==> config.mk <==
export PLATFORM = sky130hd
export DESIGN_NAME = sd_cmd_resp_rx
export DESIGN_NICKNAME = d
export VERILOG_FILES = /design/src/rtl/sd_pkg.sv /design/src/rtl/sd_crc7.sv /design/src/rtl/sd_cmd_resp_rx.sv
export SDC_FILE = /design/constraint.sdc
export NUM_CORES = 1
export LEC_CHECK = 0
export ABC_AREA = 1
export CAP_MARGIN = 20
export CORE_UTILIZATION = 51
export CTS_CLUSTER_SIZE = 10
export DETAILED_ROUTE_END_ITERATION = 7
export MAX_ROUTING_LAYER = met4
export PLACE_DENSITY = 0.86
export SLEW_MARGIN = 20
export SYNTH_ARGS = -nofsm -noshare
export SYNTH_HDL_FRONTEND = slang
export SYNTH_HIERARCHICAL = 1
export SYNTH_SLANG_ARGS = --single-unit
==> constraint.sdc <==
create_clock -name CLK -period 3.3 [get_ports CLK]
set_input_delay 0.825 -clock CLK [delete_from_list [all_inputs] [get_ports CLK]]
set_output_delay 0.825 -clock CLK [all_outputs]
set_load 0.03 [all_outputs]
==> src/rtl/sd_pkg.sv <==
// rtl/sd_pkg.sv - shared encodings and constants for the SD CMD-line blocks
`timescale 1ns/1ps

package sd_pkg;

    typedef enum logic [1:0] {
        RESP_NONE = 2'd0,
        RESP_R1   = 2'd1,
        RESP_R3   = 2'd2,
        RESP_R2   = 2'd3
    } resp_type_t;

    typedef enum logic [1:0] {
        ST_IDLE       = 2'd0,
        ST_WAIT_START = 2'd1,
        ST_RECEIVE    = 2'd2,
        ST_REPORT     = 2'd3
    } rx_state_t;

    // x^7 + x^3 + 1, with the x^7 term implicit
    localparam logic [6:0] CRC7_POLY = 7'h09;

    localparam int FRAME_LEN_SHORT = 48;
    localparam int FRAME_LEN_R2    = 136;

endpackage

==> src/rtl/sd_crc7.sv <==
// rtl/sd_crc7.sv - serial CRC7 (zero seed), one bit per enabled cycle, MSB first
`timescale 1ns/1ps

module sd_crc7
    import sd_pkg::*;
(
    input  logic       CLK,
    input  logic       RST_N,
    input  logic       clr,
    input  logic       en,
    input  logic       din,
    output logic [6:0] crc
);

    logic fb;

    assign fb = din ^ crc[6];

    always_ff @(posedge CLK or negedge RST_N) begin
        if (!RST_N) begin
            crc <= '0;
        end else if (clr) begin
            crc <= '0;
        end else if (en) begin
            crc <= {crc[5:0], 1'b0} ^ (fb ? CRC7_POLY : 7'h00);
        end
    end

endmodule

==> src/rtl/sd_cmd_resp_rx.sv <==
// rtl/sd_cmd_resp_rx.sv - SD CMD-line response receiver; SD_R2_LONG_EN enables 136-bit R2 frames
`timescale 1ns/1ps

module sd_cmd_resp_rx
    import sd_pkg::*;
#(
    parameter int NCR_MAX = 64,
    parameter int CNT_W   = 8
) (
    input  logic         CLK,
    input  logic         RST_N,
    input  logic         SAMPLE_EN,
    input  logic         CMD_IN,
    input  logic         START,
    input  logic [1:0]   RESP_TYPE,
    input  logic [5:0]   EXP_INDEX,
    output logic         BUSY,
    output logic         DONE,
    output logic [135:0] RESP,
    output logic         TIMEOUT,
    output logic         CRC_ERR,
    output logic         FRAME_ERR,
    output logic         INDEX_ERR
);

`ifdef SD_R2_LONG_EN
    localparam int RESP_W = FRAME_LEN_R2;
`else
    localparam int RESP_W = FRAME_LEN_SHORT;
`endif

    localparam logic [CNT_W-1:0] NCR_LAST   = CNT_W'(NCR_MAX - 1);
    localparam logic [CNT_W-1:0] SHORT_LAST = CNT_W'(FRAME_LEN_SHORT - 1);

    rx_state_t         state;
    resp_type_t        type_q;
    logic [5:0]        exp_idx_q;
    logic [RESP_W-1:0] resp_q;
    logic [RESP_W-1:0] resp_shift;
    logic [CNT_W-1:0]  bit_cnt;
    logic [CNT_W-1:0]  ncr_cnt;
    logic              busy_q;
    logic              done_q;
    logic              timeout_q;
    logic              crc_err_q;
    logic              frame_err_q;
    logic              index_err_q;

    logic              crc_clr;
    logic              crc_en;
    logic [6:0]        crc;
    logic              last_bit;
    logic              chk_frame;
    logic              chk_index;
    logic              chk_crc;

    assign resp_shift = {resp_q[RESP_W-2:0], CMD_IN};

    assign BUSY      = busy_q;
    assign DONE      = done_q;
    assign TIMEOUT   = timeout_q;
    assign CRC_ERR   = crc_err_q;
    assign FRAME_ERR = frame_err_q;
    assign INDEX_ERR = index_err_q;

`ifdef SD_R2_LONG_EN
    assign RESP     = resp_q;
    assign last_bit = (type_q == RESP_R2) ? (bit_cnt == CNT_W'(FRAME_LEN_R2 - 1))
                                          : (bit_cnt == SHORT_LAST);
`else
    assign RESP     = {88'd0, resp_q};
    assign last_bit = (bit_cnt == SHORT_LAST);
`endif

    // CRC covers frame bits [47:8] (short) or [127:8] (R2); bit_cnt is the number already received
    assign crc_clr = (state == ST_IDLE) && START;

    always_comb begin
        crc_en = 1'b0;
        if (SAMPLE_EN) begin
            case (state)
                ST_WAIT_START: crc_en = !CMD_IN && (type_q != RESP_R2);
                ST_RECEIVE: begin
                    if (type_q == RESP_R2)
                        crc_en = (bit_cnt >= CNT_W'(8)) && (bit_cnt <= CNT_W'(127));
                    else
                        crc_en = (bit_cnt <= CNT_W'(39));
                end
                default: crc_en = 1'b0;
            endcase
        end
    end

    sd_crc7 u_crc7 (
        .CLK   (CLK),
        .RST_N (RST_N),
        .clr   (crc_clr),
        .en    (crc_en),
        .din   (CMD_IN),
        .crc   (crc)
    );

    // Checks look at the frame as it will be after the end bit shifts in
    always_comb begin
        chk_frame = resp_shift[46] | ~resp_shift[0];
        chk_index = resp_shift[45:40] != ((type_q == RESP_R1) ? exp_idx_q : 6'h3F);
        chk_crc   = (type_q == RESP_R1) && (crc != resp_shift[7:1]);
`ifdef SD_R2_LONG_EN
        if (type_q == RESP_R2) begin
            chk_frame = resp_shift[134] | ~resp_shift[0];
            chk_index = resp_shift[133:128] != 6'h3F;
            chk_crc   = crc != resp_shift[7:1];
        end
`endif
    end

    always_ff @(posedge CLK or negedge RST_N) begin
        if (!RST_N) begin
            state       <= ST_IDLE;
            type_q      <= RESP_NONE;
            exp_idx_q   <= '0;
            resp_q      <= '0;
            bit_cnt     <= '0;
            ncr_cnt     <= '0;
            busy_q      <= 1'b0;
            done_q      <= 1'b0;
            timeout_q   <= 1'b0;
            crc_err_q   <= 1'b0;
            frame_err_q <= 1'b0;
            index_err_q <= 1'b0;
        end else begin
            done_q <= 1'b0;
            case (state)
                ST_IDLE: begin
                    if (START) begin
                        type_q      <= resp_type_t'(RESP_TYPE);
                        exp_idx_q   <= EXP_INDEX;
                        resp_q      <= '0;
                        bit_cnt     <= '0;
                        ncr_cnt     <= '0;
                        busy_q      <= 1'b1;
                        timeout_q   <= 1'b0;
                        crc_err_q   <= 1'b0;
                        frame_err_q <= 1'b0;
                        index_err_q <= 1'b0;
                        if (RESP_TYPE == RESP_NONE) begin
                            state  <= ST_REPORT;
                            done_q <= 1'b1;
`ifndef SD_R2_LONG_EN
                        end else if (RESP_TYPE == RESP_R2) begin
                            frame_err_q <= 1'b1;
                            state       <= ST_REPORT;
                            done_q      <= 1'b1;
`endif
                        end else begin
                            state <= ST_WAIT_START;
                        end
                    end
                end
                ST_WAIT_START: begin
                    if (SAMPLE_EN) begin
                        if (!CMD_IN) begin
                            resp_q  <= resp_shift;
                            bit_cnt <= CNT_W'(1);
                            state   <= ST_RECEIVE;
                        end else if (ncr_cnt == NCR_LAST) begin
                            timeout_q <= 1'b1;
                            state     <= ST_REPORT;
                            done_q    <= 1'b1;
                        end else begin
                            ncr_cnt <= ncr_cnt + 1'b1;
                        end
                    end
                end
                ST_RECEIVE: begin
                    if (SAMPLE_EN) begin
                        resp_q <= resp_shift;
                        if (bit_cnt != '1)
                            bit_cnt <= bit_cnt + 1'b1;
                        if (last_bit) begin
                            frame_err_q <= chk_frame;
                            index_err_q <= chk_index;
                            crc_err_q   <= chk_crc;
                            state       <= ST_REPORT;
                            done_q      <= 1'b1;
                        end
                    end
                end
                ST_REPORT: begin
                    busy_q <= 1'b0;
                    state  <= ST_IDLE;
                end
                default: state <= ST_IDLE;
            endcase
        end
    end

endmodule

======== Word level (Yosys, flattened, before mapping) ========
Cells that the tools add are included.
word-level totals
  bits of input ports ..................... 13
  output and inout bits ................... 142
  register bits ........................... 87
  word-level logic and storage cells ...... 122
cells by class
  mux-type cells .......................... 58
  eq/ne operators ......................... 22
  reductions and logical operators ........ 20
  bitwise gates (word level) .............. 4
  $lt $le $gt $ge ......................... 3
  $add $sub $neg .......................... 2
operators by type and width
  cell                                                                count
  two-way mux 48 bit                                                  4
  case mux 48 bit (3 select lines)                                    1
  two-way mux 8 bit                                                   8
  case mux 8 bit (3 select lines)                                     1
  two-way mux 1 bit                                                   23
  inequality test 2 bit (second input constant)                       10
  AND reduction 5 bit                                                 4
  adder 8 x 1 -> 8 bit (second input constant)                        2
  == test 8 x 6 -> 1 bit (second input constant)                      2
  two-way mux 2 bit                                                   8
  case mux 8 bit (2 select lines)                                     1
  two-way mux 7 bit                                                   2
  case mux 1 bit (2 select lines)                                     6
  == test 2 bit (second input constant)                               4
  greater-or-equal comparator 8 x 4 -> 1 bit (second input constant)  1
  <= comparator 8 x 6 -> 1 bit (second input constant)                1
  <= comparator 8 x 7 -> 1 bit (second input constant)                1
  inequality test 8 bit (second input constant)                       1
  case mux 2 bit (4 select lines)                                     1
  nonzero test 2 bit                                                  4
  inequality test 7 bit                                               1
  XOR 7 bit                                                           1
  two-way mux 6 bit                                                   1
  inequality test 6 bit                                               1
  other kinds (14)                                                    20

======== Logic depth before layout (Yosys ltp) ========
Gate-level depths: netlist of run 1.
  depth after elaboration ................. 7
  depth in mapped cells ................... 12
  depth with buffers taken out ............ 12

======== By module ========
Netlist of run 1, hierarchy kept.
by module, submodules not included
  module          seq. area each (um2)  area each (um2)  instances  cells each
  sd_cmd_resp_rx  2,001.9               4,740.8          1          600
  sd_crc7         175.2                 312.8            1          36

======== Worst setup path after synthesis of run 1 ========
Ideal clock, no wire load.
  path kind ............................... input to register
  from .................................... input START
  to ...................................... register u_crc7.crc[6]
  data required time ...................... 3,175 ps
  path buffers ............................ 1
  cell stages on the path ................. 6
  setup time .............................. 125 ps
  arrival ................................. 1,544 ps
  slack ................................... 1,631 ps
  path through ............................ nand2_1 > clkinv_1 > clkbuf_1 > inv_2 > nand2_2 > o22ai_1
on the way
  longest elaborated chain between the ends .. 2
  elaborated cells on any way between the ends .. 3
  those cells by class .................... mux (1); reduce/logical (2)
RTL lines
  what                                                            RTL line              RTL
  from (decl)                                                     sd_cmd_resp_rx.sv:14  input logic START,
  logical AND 1 bit (*)                                           sd_cmd_resp_rx.sv:76  assign crc_clr = (state == ST_IDLE) && START;
  net crc_clr                                                     sd_cmd_resp_rx.sv:49  logic crc_clr;
  two-way mux 7 bit / nonzero test 2 bit (equally long branches)  -
  to (signal assigned)                                            sd_crc7.sv:25         crc <= {crc[5:0], 1'b0} ^ (fb ? CRC7_POLY : 7'h00);
  to (decl)                                                       sd_crc7.sv:12         output logic [6:0] crc
Mark *: on every way through the listed nets, which the timed path passes. The rest lies on a longest branch.
A chain may end at the register's enable or synchronous reset.

======== Worst setup path in the final report of run 1 ========
  from .................................... input CMD_IN
  to ...................................... register resp_q[6]
on the way
  longest elaborated chain between the ends .. 2
RTL lines
  what                             RTL line               RTL
  from (decl)                      sd_cmd_resp_rx.sv:13   input logic CMD_IN,
  inequality test 2 bit (no line)  -
  AND reduction 5 bit (no line)    -
  to (signal assigned)             sd_cmd_resp_rx.sv:163  resp_q <= resp_shift;
  to (signal assigned)             sd_cmd_resp_rx.sv:177  resp_q <= resp_shift;
  to (decl)                        sd_cmd_resp_rx.sv:38   logic [RESP_W-1:0] resp_q;
No other way between the ends.

==> results of run 1 <==
## worst register-to-register path, cell delays in order (launching register included)
cell and delay [ns]:
dfrtp_1 0.46, inv_1 0.14, ha_1 0.36, inv_4 0.14, nor2_8 0.16, nor2_2 0.07
nand2_4 0.24, buf_4 0.51, nand2_1 0.12, o21ai_1 0.11
## per-stage QoR
stage	hold WS, ns	setup slack, ns	area [um2]	std cells
floorplan	0.4750	1.631	5380	723
global placement	0.4663	0.6577	5418	815
detailed placement	0.4843	0.5216	5418	815
finish	0.4993	0.8675	5590	830
CTS	0.5056	0.8961	5587	830
global route	0.5500	0.6836	5590	830
## state kept, by name (all words and copies together), names as in the netlist
register	count
ncr_cnt	8
CRC_ERR	1
type_q	2
resp_q	48
BUSY	1
exp_idx_q	6
u_crc7/crc	7
TIMEOUT	1
FRAME_ERR	1
bit_cnt	8
state	2
DONE	1
INDEX_ERR	1
## placed cells by master (no fill, tap or decap), types with 5 or more instances in the layout
cell / instances
xor2_1: 5
nor2_1: 23
o21ai_1: 52
clkdlybuf4s50_1: 65
dfrtp_1: 87
ha_1: 9
conb_1: 88
xnor2_1: 7
inv_2: 7
nand3_1: 46
o21ai_0: 23
inv_1: 53
o22ai_1: 6
clkbuf_8: 9
nand2_1: 185
## worst paths after layout
check / start / end / slack, ns
setup / recovery: CMD_IN / resp_q[6] / 0.87
hold / removal: RST_N / resp_q[12] / 0.50
setup reg to reg: state[1] / resp_q[6] / 0.92
hold reg to reg: CRC_ERR / CRC_ERR / 0.50
max in group asynchronous: RST_N / bit_cnt[6] / 2.27
min in group CLK: CRC_ERR / CRC_ERR / 0.50
## where the power goes
group          leakage, nW  switching [mW]  internal (mW)
Clock               0.0898           0.393          0.275
Sequential            1.19          0.0950           1.18
Combinational         1.38            1.20          0.376
Total                 2.66            1.69           1.83
## cell families (layout without fill, tap and decap cells)
logic type                 after synthesis  after routing
and+or+nand+nor                        270            270
buffers and inverters                  168            146
AOI/OAI and AO/OA                       89             89
DFF                                     87             87
xor gates and xnor gates                12             12
adders and majority gates                9              9
other                                    1             88
## cell type report
cell class | instances | area share
clock inverter | 6 | 0.008057
multi-input combinational | 468 | 0.3872
sequential | 87 | 0.3894
inverter | 63 | 0.04320
tap | 129 | 0.02887
clock buffer | 9 | 0.02216
timing repair buffer | 68 | 0.1211
## routing by layer
metal	global-route usage	share of wire	up-vias	wire length (um)
met5	-	0	-	0
met4	0.08361	0.015	0	145
met3	0.02968	0.066	17	650
met2	0.3368	0.50	159	4929
met1	0.2615	0.42	1902	4188
li1	-	-	1965	-
==> results.yml, run 1 <==
outcome:
  outcome: "complete, no violations"
logic_synthesis:
  synth_top_area_frac: 0.4308
  yosysMostFrequentCell: "nand2_1"
  yosys.area_share.xor_xnor: 0.02080
  ys_seq_elements: 87
  synth_edf_count: 0
  yosys.area_share.simple: 0.2263
  synthDistinctLibCells: 35
  synthAdderAreaFrac: 0.02228
  synth_mux_area_frac: 0
  yosys-top-cells-count: "nand2_1, buf_4, dfrtp_1"
  synth_area_leaders: "dfrtp_1, nand2_1, buf_4, o21ai_1, nand3_1"
  synth_cells: 636
  synth_top_family_by_area: "simple AND/OR/NAND/NOR gates"
  synth_compound_area_frac: 0.09210
  synth.cell_area_um2: 5054
  yosys_warnings: 6
  synth_area_per_cell_um2: 7.946
  synth_seq_area_share: 0.4308
  async_flop_share: 1.000
  yosys.area.top_type: "dfrtp_1"
  yosys_most_used_dff: "dfrtp_1"
global_routing:
  grt_pass1_vias: 3680
  grt-ovfl-total: 0
  track_usage: 0.2076
  grt_pass1_wl_mm: 16.45
  antenna_found_initial: 0
  grt_max_degree: 88
cts:
  clock-sinks: 87
  post_cts_buffers: 0
  cts_tree: "yes"
  clk-insertion-delay-late_ns: 0.36
  cts_resized: 0
  clkTransAtPathRegs_ns: 0.09
  cts_made_buffers: 9
  htreeDepth: 3
  clockRootBuffer: "clkbuf_8"
  ctsLongestPathBuffers: 2
  holdBufCountCts: 0
sta:
  period_minus_slack_ns: 2.433
  hold_viol: 0
  post-route-period-util: 0.7371
  fin_skew_ns: 0.01194
  tightest_slew_ns: 0.7622
  slew_headroom: 0.4919
  finalSetupViolations: 0
  fmax_ghz: 0.4111
  rsz0062_at_grt: "no"
  setup_tns_ns: 0
  drv_slew: 0
final_layout:
  nFillCells: 829
  multi_input_comb_area_um2: 2165
  final_core_util: 0.5938
  drive_gt1_frac: 0.05421
  seqCellArea_um2: 2177
  nNetsFinal: 719
  antennaDiodeCount: 0
  area_growth_pct: 10.62
floorplanning:
  die_h_um: 101.5
  ioPinCount: 155
  rows: 35
  core_region_area_um2: 9415
  initial_core_util: 0.5367
  fp.dieW_um: 101.5
  dieArea_um2: 10310
detailed_routing:
  wire_per_inst_um: 11.94
  antenna_left: 0
  dr.pass1.iters: 6
  vias_per_cell: 4.871
  vias: 4043
  drtIter0Drc: 308
  drc: 0
  routed_wl_mm: 9.913
worst_hold_path:
  hp-class: "primary input to async pin"
critical_path:
  cp.required_ns: 3.58
  crit_path_max_incr_delay_ns: 0.61
  reg2regPathDepth: 9
  cp-start-kind: "primary input"
  critPathMaxFanout: 56
  crit_family: "buffers and inverters"
  cp.depth: 8
  cp.arrival_ns: 2.72
  path_buf_inv: 2
  worst_path_most_repeated_cell: "nand2_1"
  crit_chain: "clkdlybuf4s50_1 > nand2_1 > nand2_1 > nor2_2 > nand2_4 > buf_4 > nand2_1 > o21ai_1"
  slowest_stage: "clkdlybuf4s50_1"
  cp-end-kind: "flip-flop"
  critPathKind: "primary input to flip-flop"
power:
  leakagePower_nw: 2.664
  finalPower_mw: 3.522
  power.density_nw_per_um2: 630.1
  ir_worst_vdd_mv: 0.3016
placement:
  hpwlAfterDp_mm: 7.238
  gp_congestion: 0.9253
  port_buffers: 66
job:
  drv_cap: 0
(Power assumes the default switching activity.)
==> run 2: changes to the inputs <==
--- a/config.mk
+++ b/config.mk
@@ -7,11 +7,11 @@
 export LEC_CHECK = 0
 export ABC_AREA = 1
 export CAP_MARGIN = 20
-export CORE_UTILIZATION = 51
+export CORE_UTILIZATION = 48
 export CTS_CLUSTER_SIZE = 10
 export DETAILED_ROUTE_END_ITERATION = 7
 export MAX_ROUTING_LAYER = met4
-export PLACE_DENSITY = 0.86
+export PLACE_DENSITY = 0.82
 export SLEW_MARGIN = 20
 export SYNTH_ARGS = -nofsm -noshare
 export SYNTH_HDL_FRONTEND = slang
==> constraint.sdc (replaced) <==
create_clock -name CLK -period 2.25 [get_ports CLK]
set_input_delay 0.5625 -clock CLK [delete_from_list [all_inputs] [get_ports CLK]]
set_output_delay 0.5625 -clock CLK [all_outputs]
set_load 0.03 [all_outputs]
==> run 2 against run 1 <==
Against the previous run: hold slack got worse by 0.36 ns; clock skew about the same; global-route usage is 1.5 points lower; critical endpoint is now RESP[2].
==> results.yml, run 2 (synthesis results as in run 1) <==
cts:
  holdBufCountCts: 0
  clkTransAtPathRegs_ns: 0.09
  ctsLongestPathBuffers: 2
  clk-insertion-delay-late_ns: 0.36
  cts_made_buffers: 9
  cts_tree: "yes"
  htreeDepth: 3
  clockRootBuffer: "clkbuf_8"
  cts_resized: 0
  clock-sinks: 87
  post_cts_buffers: 0
global_routing:
  track_usage: 0.1925
  grt_pass1_wl_mm: 16.73
  grt_max_degree: 55
  antenna_found_initial: 0
  grt-ovfl-total: 0
  grt_pass1_vias: 3689
critical_path:
  critPathMaxFanout: 4
  cp-start-kind: "flip-flop"
  cp.arrival_ns: 1.51
  crit_family: "buffers and inverters"
  critPathKind: "flip-flop to output port"
  cp-end-kind: "output port"
  slowest_stage: "clkdlybuf4s50_1"
  crit_path_max_incr_delay_ns: 0.72
  cp.required_ns: 1.69
  crit_chain: "clkdlybuf4s50_1"
  path_buf_inv: 1
final_layout:
  antennaDiodeCount: 0
  final_common_cell: "nand2_1"
  nNetsFinal: 728
  area_growth_pct: 13.54
  seqCellArea_um2: 2177
  final_area_um2: 5738
  drive_gt1_frac: 0.06610
  most-common-layout-cells: "nand2_1, conb_1, dfrtp_1"
  top_regs: "resp_q: 48 flops, bit_cnt: 8 flops, ncr_cnt: 8 flops"
  multi_input_comb_area_um2: 2165
  largest_reg_flops: 48
  nFillCells: 953
  largest-register: "resp_q"
floorplanning:
  initial_core_util: 0.4917
  dieArea_um2: 10940
  fp.dieW_um: 104.6
  core_region_area_um2: 10280
  die_h_um: 104.6
  ioPinCount: 155
  rows: 37
sta:
  fin_skew_ns: 0.01177
  rsz0062_at_grt: "no"
  setup_tns_ns: 0
  fmax_ghz: 0.4834
  period_minus_slack_ns: 2.069
  fin_hold_ws_ns: 0.1430
  finalSetupViolations: 0
  drv_slew: 0
  post-route-period-util: 0.9195
  hold_viol: 0
detailed_routing:
  antenna_left: 0
  routed_wl_mm: 9.948
  dr.pass1.iters: 5
  vias_per_cell: 4.734
  drtIter0Drc: 153
  vias: 4010
  wire_per_inst_um: 11.74
  drc: 0
power:
  p_seq_frac: 0.340
  power.switching_mw: 2.520
  swShare: 0.4594
  pwr-share-comb: 0.475
  leakagePower_nw: 2.721
  p_int_mw: 2.965
  power_frac_clock: 0.185
  ir_worst_vdd_mv: 0.4629
  power.density_nw_per_um2: 955.9
outcome:
  outcome: "complete, no violations"
placement:
  gp_congestion: 0.8404
  hpwlAfterDp_mm: 7.570
  dpl_cell_area_um2: 5557
  port_buffers: 66
worst_hold_path:
  hp-class: "primary input to async pin"
job:
  drv_cap: 0
==> run 2: final cells by class <==
type | count | share of cell area
well taps | 136 | 0.02966
clock buffers | 11 | 0.02464
repair buffers | 77 | 0.1400
inverters | 63 | 0.04208
multi-input cells | 468 | 0.3772
flip-flops and latches | 87 | 0.3794
clock inverters | 5 | 0.006978
==> run 2: power groups by stage <==
stage / combinational [mW] / sequential, mW / clock (mW)
floorplan: 2.12 / 1.93 / 0
global placement: 2.52 / 1.88 / 0
detailed placement: 2.59 / 1.89 / 0
CTS: 2.61 / 1.86 / 1.03
global route: 2.90 / 1.89 / 1.10
finish: 2.61 / 1.86 / 1.01
==> run 2: metrics by stage <==
step	instances	utilization	power, mW	worst slack, ns
CTS	847	0.5583	5.502	0.1668
global route	847	0.5583	5.889	0.1167
global placement	831	0.5407	4.402	0.1908
finish	847	0.5583	5.485	0.1811
detailed placement	831	0.5407	4.489	0.1134
floorplan	723	-	4.050	0.6305
==> run 2: final timing paths <==
path / cells after the start / to / slack [ns] / start
min in group CLK: 2 / INDEX_ERR / 0.50 / INDEX_ERR
hold reg to reg: 2 / INDEX_ERR / 0.50 / INDEX_ERR
hold / removal: 1 / resp_q[14] / 0.14 / RST_N
max in group asynchronous: 2 / DONE / 1.46 / RST_N
setup reg to reg: 7 / resp_q[9] / 0.30 / state[0]
setup / recovery: 1 / RESP[2] / 0.18 / resp_q[2]
==> run 2: metal layers <==
layer  track usage  part of all wire  vias up
li1              -                 -     1976
met1        0.2470              0.44     1885
met2        0.3155              0.50      135
met3       0.02495             0.045       14
met4       0.06640             0.014        0
met5             -                 0        -
==> run 3: changes to the inputs <==
--- a/config.mk
+++ b/config.mk
@@ -10,6 +10,7 @@
 export CORE_UTILIZATION = 48
 export CTS_CLUSTER_SIZE = 10
 export DETAILED_ROUTE_END_ITERATION = 7
+export GPL_TIMING_DRIVEN = 0
 export MAX_ROUTING_LAYER = met4
 export PLACE_DENSITY = 0.82
 export SLEW_MARGIN = 20
==> constraint.sdc (replaced) <==
create_clock -name CLK -period 2.25 [get_ports CLK]
set_input_delay 0.45 -clock CLK [delete_from_list [all_inputs] [get_ports CLK]]
set_output_delay 0.45 -clock CLK [all_outputs]
set_load 0.03 [all_outputs]
==> run 3 against run 2 <==
Against the previous run: via count rose by 5.4%; power up 3.3%; flip-flop and latch count is the same; count of clock-buffer cells in the layout shrank 1; hold slack worse by 0.086 ns.
==> results.yml, run 3 (synthesis results as in run 1) <==
outcome:
  outcome: "complete, no violations"
detailed_routing:
  vias_per_cell: 4.487
  drc: 0
  drtIter0Drc: 297
  routed_wl_mm: 9.975
  dr.pass1.iters: 4
  vias: 4227
  antenna_left: 0
  wire_per_inst_um: 10.59
final_layout:
  final_common_cell: "nand2_1"
  nNetsFinal: 823
  largest_reg_flops: 48
  nFillCells: 928
  final_area_um2: 6425
  top_regs: "resp_q: 48 flops, bit_cnt: 8 flops, ncr_cnt: 8 flops"
  largest-register: "resp_q"
  drive_gt1_frac: 0.1762
  most-common-layout-cells: "nand2_1, buf_4, conb_1"
  antennaDiodeCount: 0
  area_growth_pct: 27.14
global_routing:
  grt-ovfl-total: 0
  antenna_found_initial: 0
  grt_pass1_wl_mm: 16.99
  track_usage: 0.1948
  grt_pass1_vias: 3788
  grt_max_degree: 47
placement:
  gp_congestion: 0.8818
  pre_cts_slack_ns: 0.1816
  dpl_cell_area_um2: 6236
  hpwlAfterDp_mm: 7.535
  port_buffers: 66
critical_path:
  cp-end-kind: "flip-flop"
  crit_chain: "inv_1 > ha_1 > buf_2 > inv_1 > a21oi_1 > nand2_1 > a21oi_1 > inv_2 > nor2_4 > inv_2 > o22ai_1"
  reg2regPathDepth: 11
  cp-start-kind: "flip-flop"
  ff2ff_setup_slack_ns: 0.25
  critPathKind: "flip-flop to flip-flop"
  cp.arrival_ns: 2.28
  crit_path_max_incr_delay_ns: 0.45
  slowest_stage: "dfrtp_1"
  critPathMaxFanout: 10
  cp.required_ns: 2.53
cts:
  cts_resized: 0
  clkTransAtPathRegs_ns: 0.09
  cts_tree: "yes"
  holdBufCountCts: 0
  cts_made_buffers: 9
  clock-sinks: 87
  clockRootBuffer: "clkbuf_8"
  ctsLongestPathBuffers: 2
  post_cts_buffers: 0
  clk-insertion-delay-late_ns: 0.37
  htreeDepth: 3
sta:
  tightest_slew_ns: 0.5359
  rsz0062_at_grt: "no"
  drv_slew: 0
  fin_skew_ns: 0.01270
  finalSetupViolations: 0
  fmax_ghz: 0.5005
  finalWorstSetupSlack_ns: 0.2519
  setup_tns_ns: 0
  period_minus_slack_ns: 1.998
  post-route-period-util: 0.8881
  slew_headroom: 0.6428
  hold_viol: 0
power:
  leakagePower_nw: 3.229
  power.density_nw_per_um2: 882.1
  ir_worst_vdd_mv: 0.4111
  finalPower_mw: 5.668
floorplanning:
  die_h_um: 104.6
  dieArea_um2: 10940
  core_region_area_um2: 10280
  rows: 37
  ioPinCount: 155
  initial_core_util: 0.4917
  fp.dieW_um: 104.6
worst_hold_path:
  hp-class: "primary input to async pin"
job:
  drv_cap: 0
## run 3: cell types whose count changed in the layout (fill, tap and decap cells not counted), sizes merged
cell and change:
buf +93, clkbuf +1, clkinv +1
## run 3: worst max-delay path: cells and delay by family, from the launching register on
family	cells	cell delay, ns
flip-flops	1	0.45
adder cells (fa/ha/maj)	1	0.17
AND/OR/NAND/NOR	2	0.19
AO/OA/AOI/OAI	3	0.48
buffers and inverters	5	0.63
## run 3: cell type report
class / count / area (um2) / area share
plain buffers: 105 / 804.5 / 0.1252
clock buffers: 10 / 137.6 / 0.02142
clock inverters: 6 / 51.30 / 0.007984
inverters: 63 / 241.5 / 0.03759
multi-input cells: 468 / 2157 / 0.3357
flip-flops and latches: 87 / 2177 / 0.3389
well taps: 136 / 170.2 / 0.02648
repair buffers: 67 / 685.7 / 0.1067
## run 3: layer usage
layer	track usage	routed length (um)	vias up
met5	-	0	-
li1	-	-	2175
met2	0.3202	4778	124
met1	0.2497	4598	1913
met4	0.06137	136	0
met3	0.02745	462	15
## run 3: stage by stage
step	std cells	hold WS (ns)	util
2_1_floorplan	723	0.1544	-
3_3_place_gp	925	0.4657	0.6043
3_5_place_dp	926	0.4684	0.6068
4_1_cts	942	0.07255	0.6252
5_1_grt	942	0.09601	0.6252
6_report	942	0.05695	0.6252
## run 3: final timing paths
kind | from | endpoint
worst min-delay path | RST_N | resp_q[7]
min in group CLK | CRC_ERR | CRC_ERR
worst min register to register | CRC_ERR | CRC_ERR
max in group asynchronous | RST_N | type_q[0]
worst max-delay path | state[0] | u_crc7/crc[5]
worst max register to register | state[0] | u_crc7/crc[5]
## run 3: power breakdown
group	internal [mW]	total (mW)	leakage, nW	switching (mW)
Sequential	1.73	1.86	1.19	0.132
Combinational	0.922	2.77	1.95	1.85
Clock	0.444	1.03	0.0870	0.591
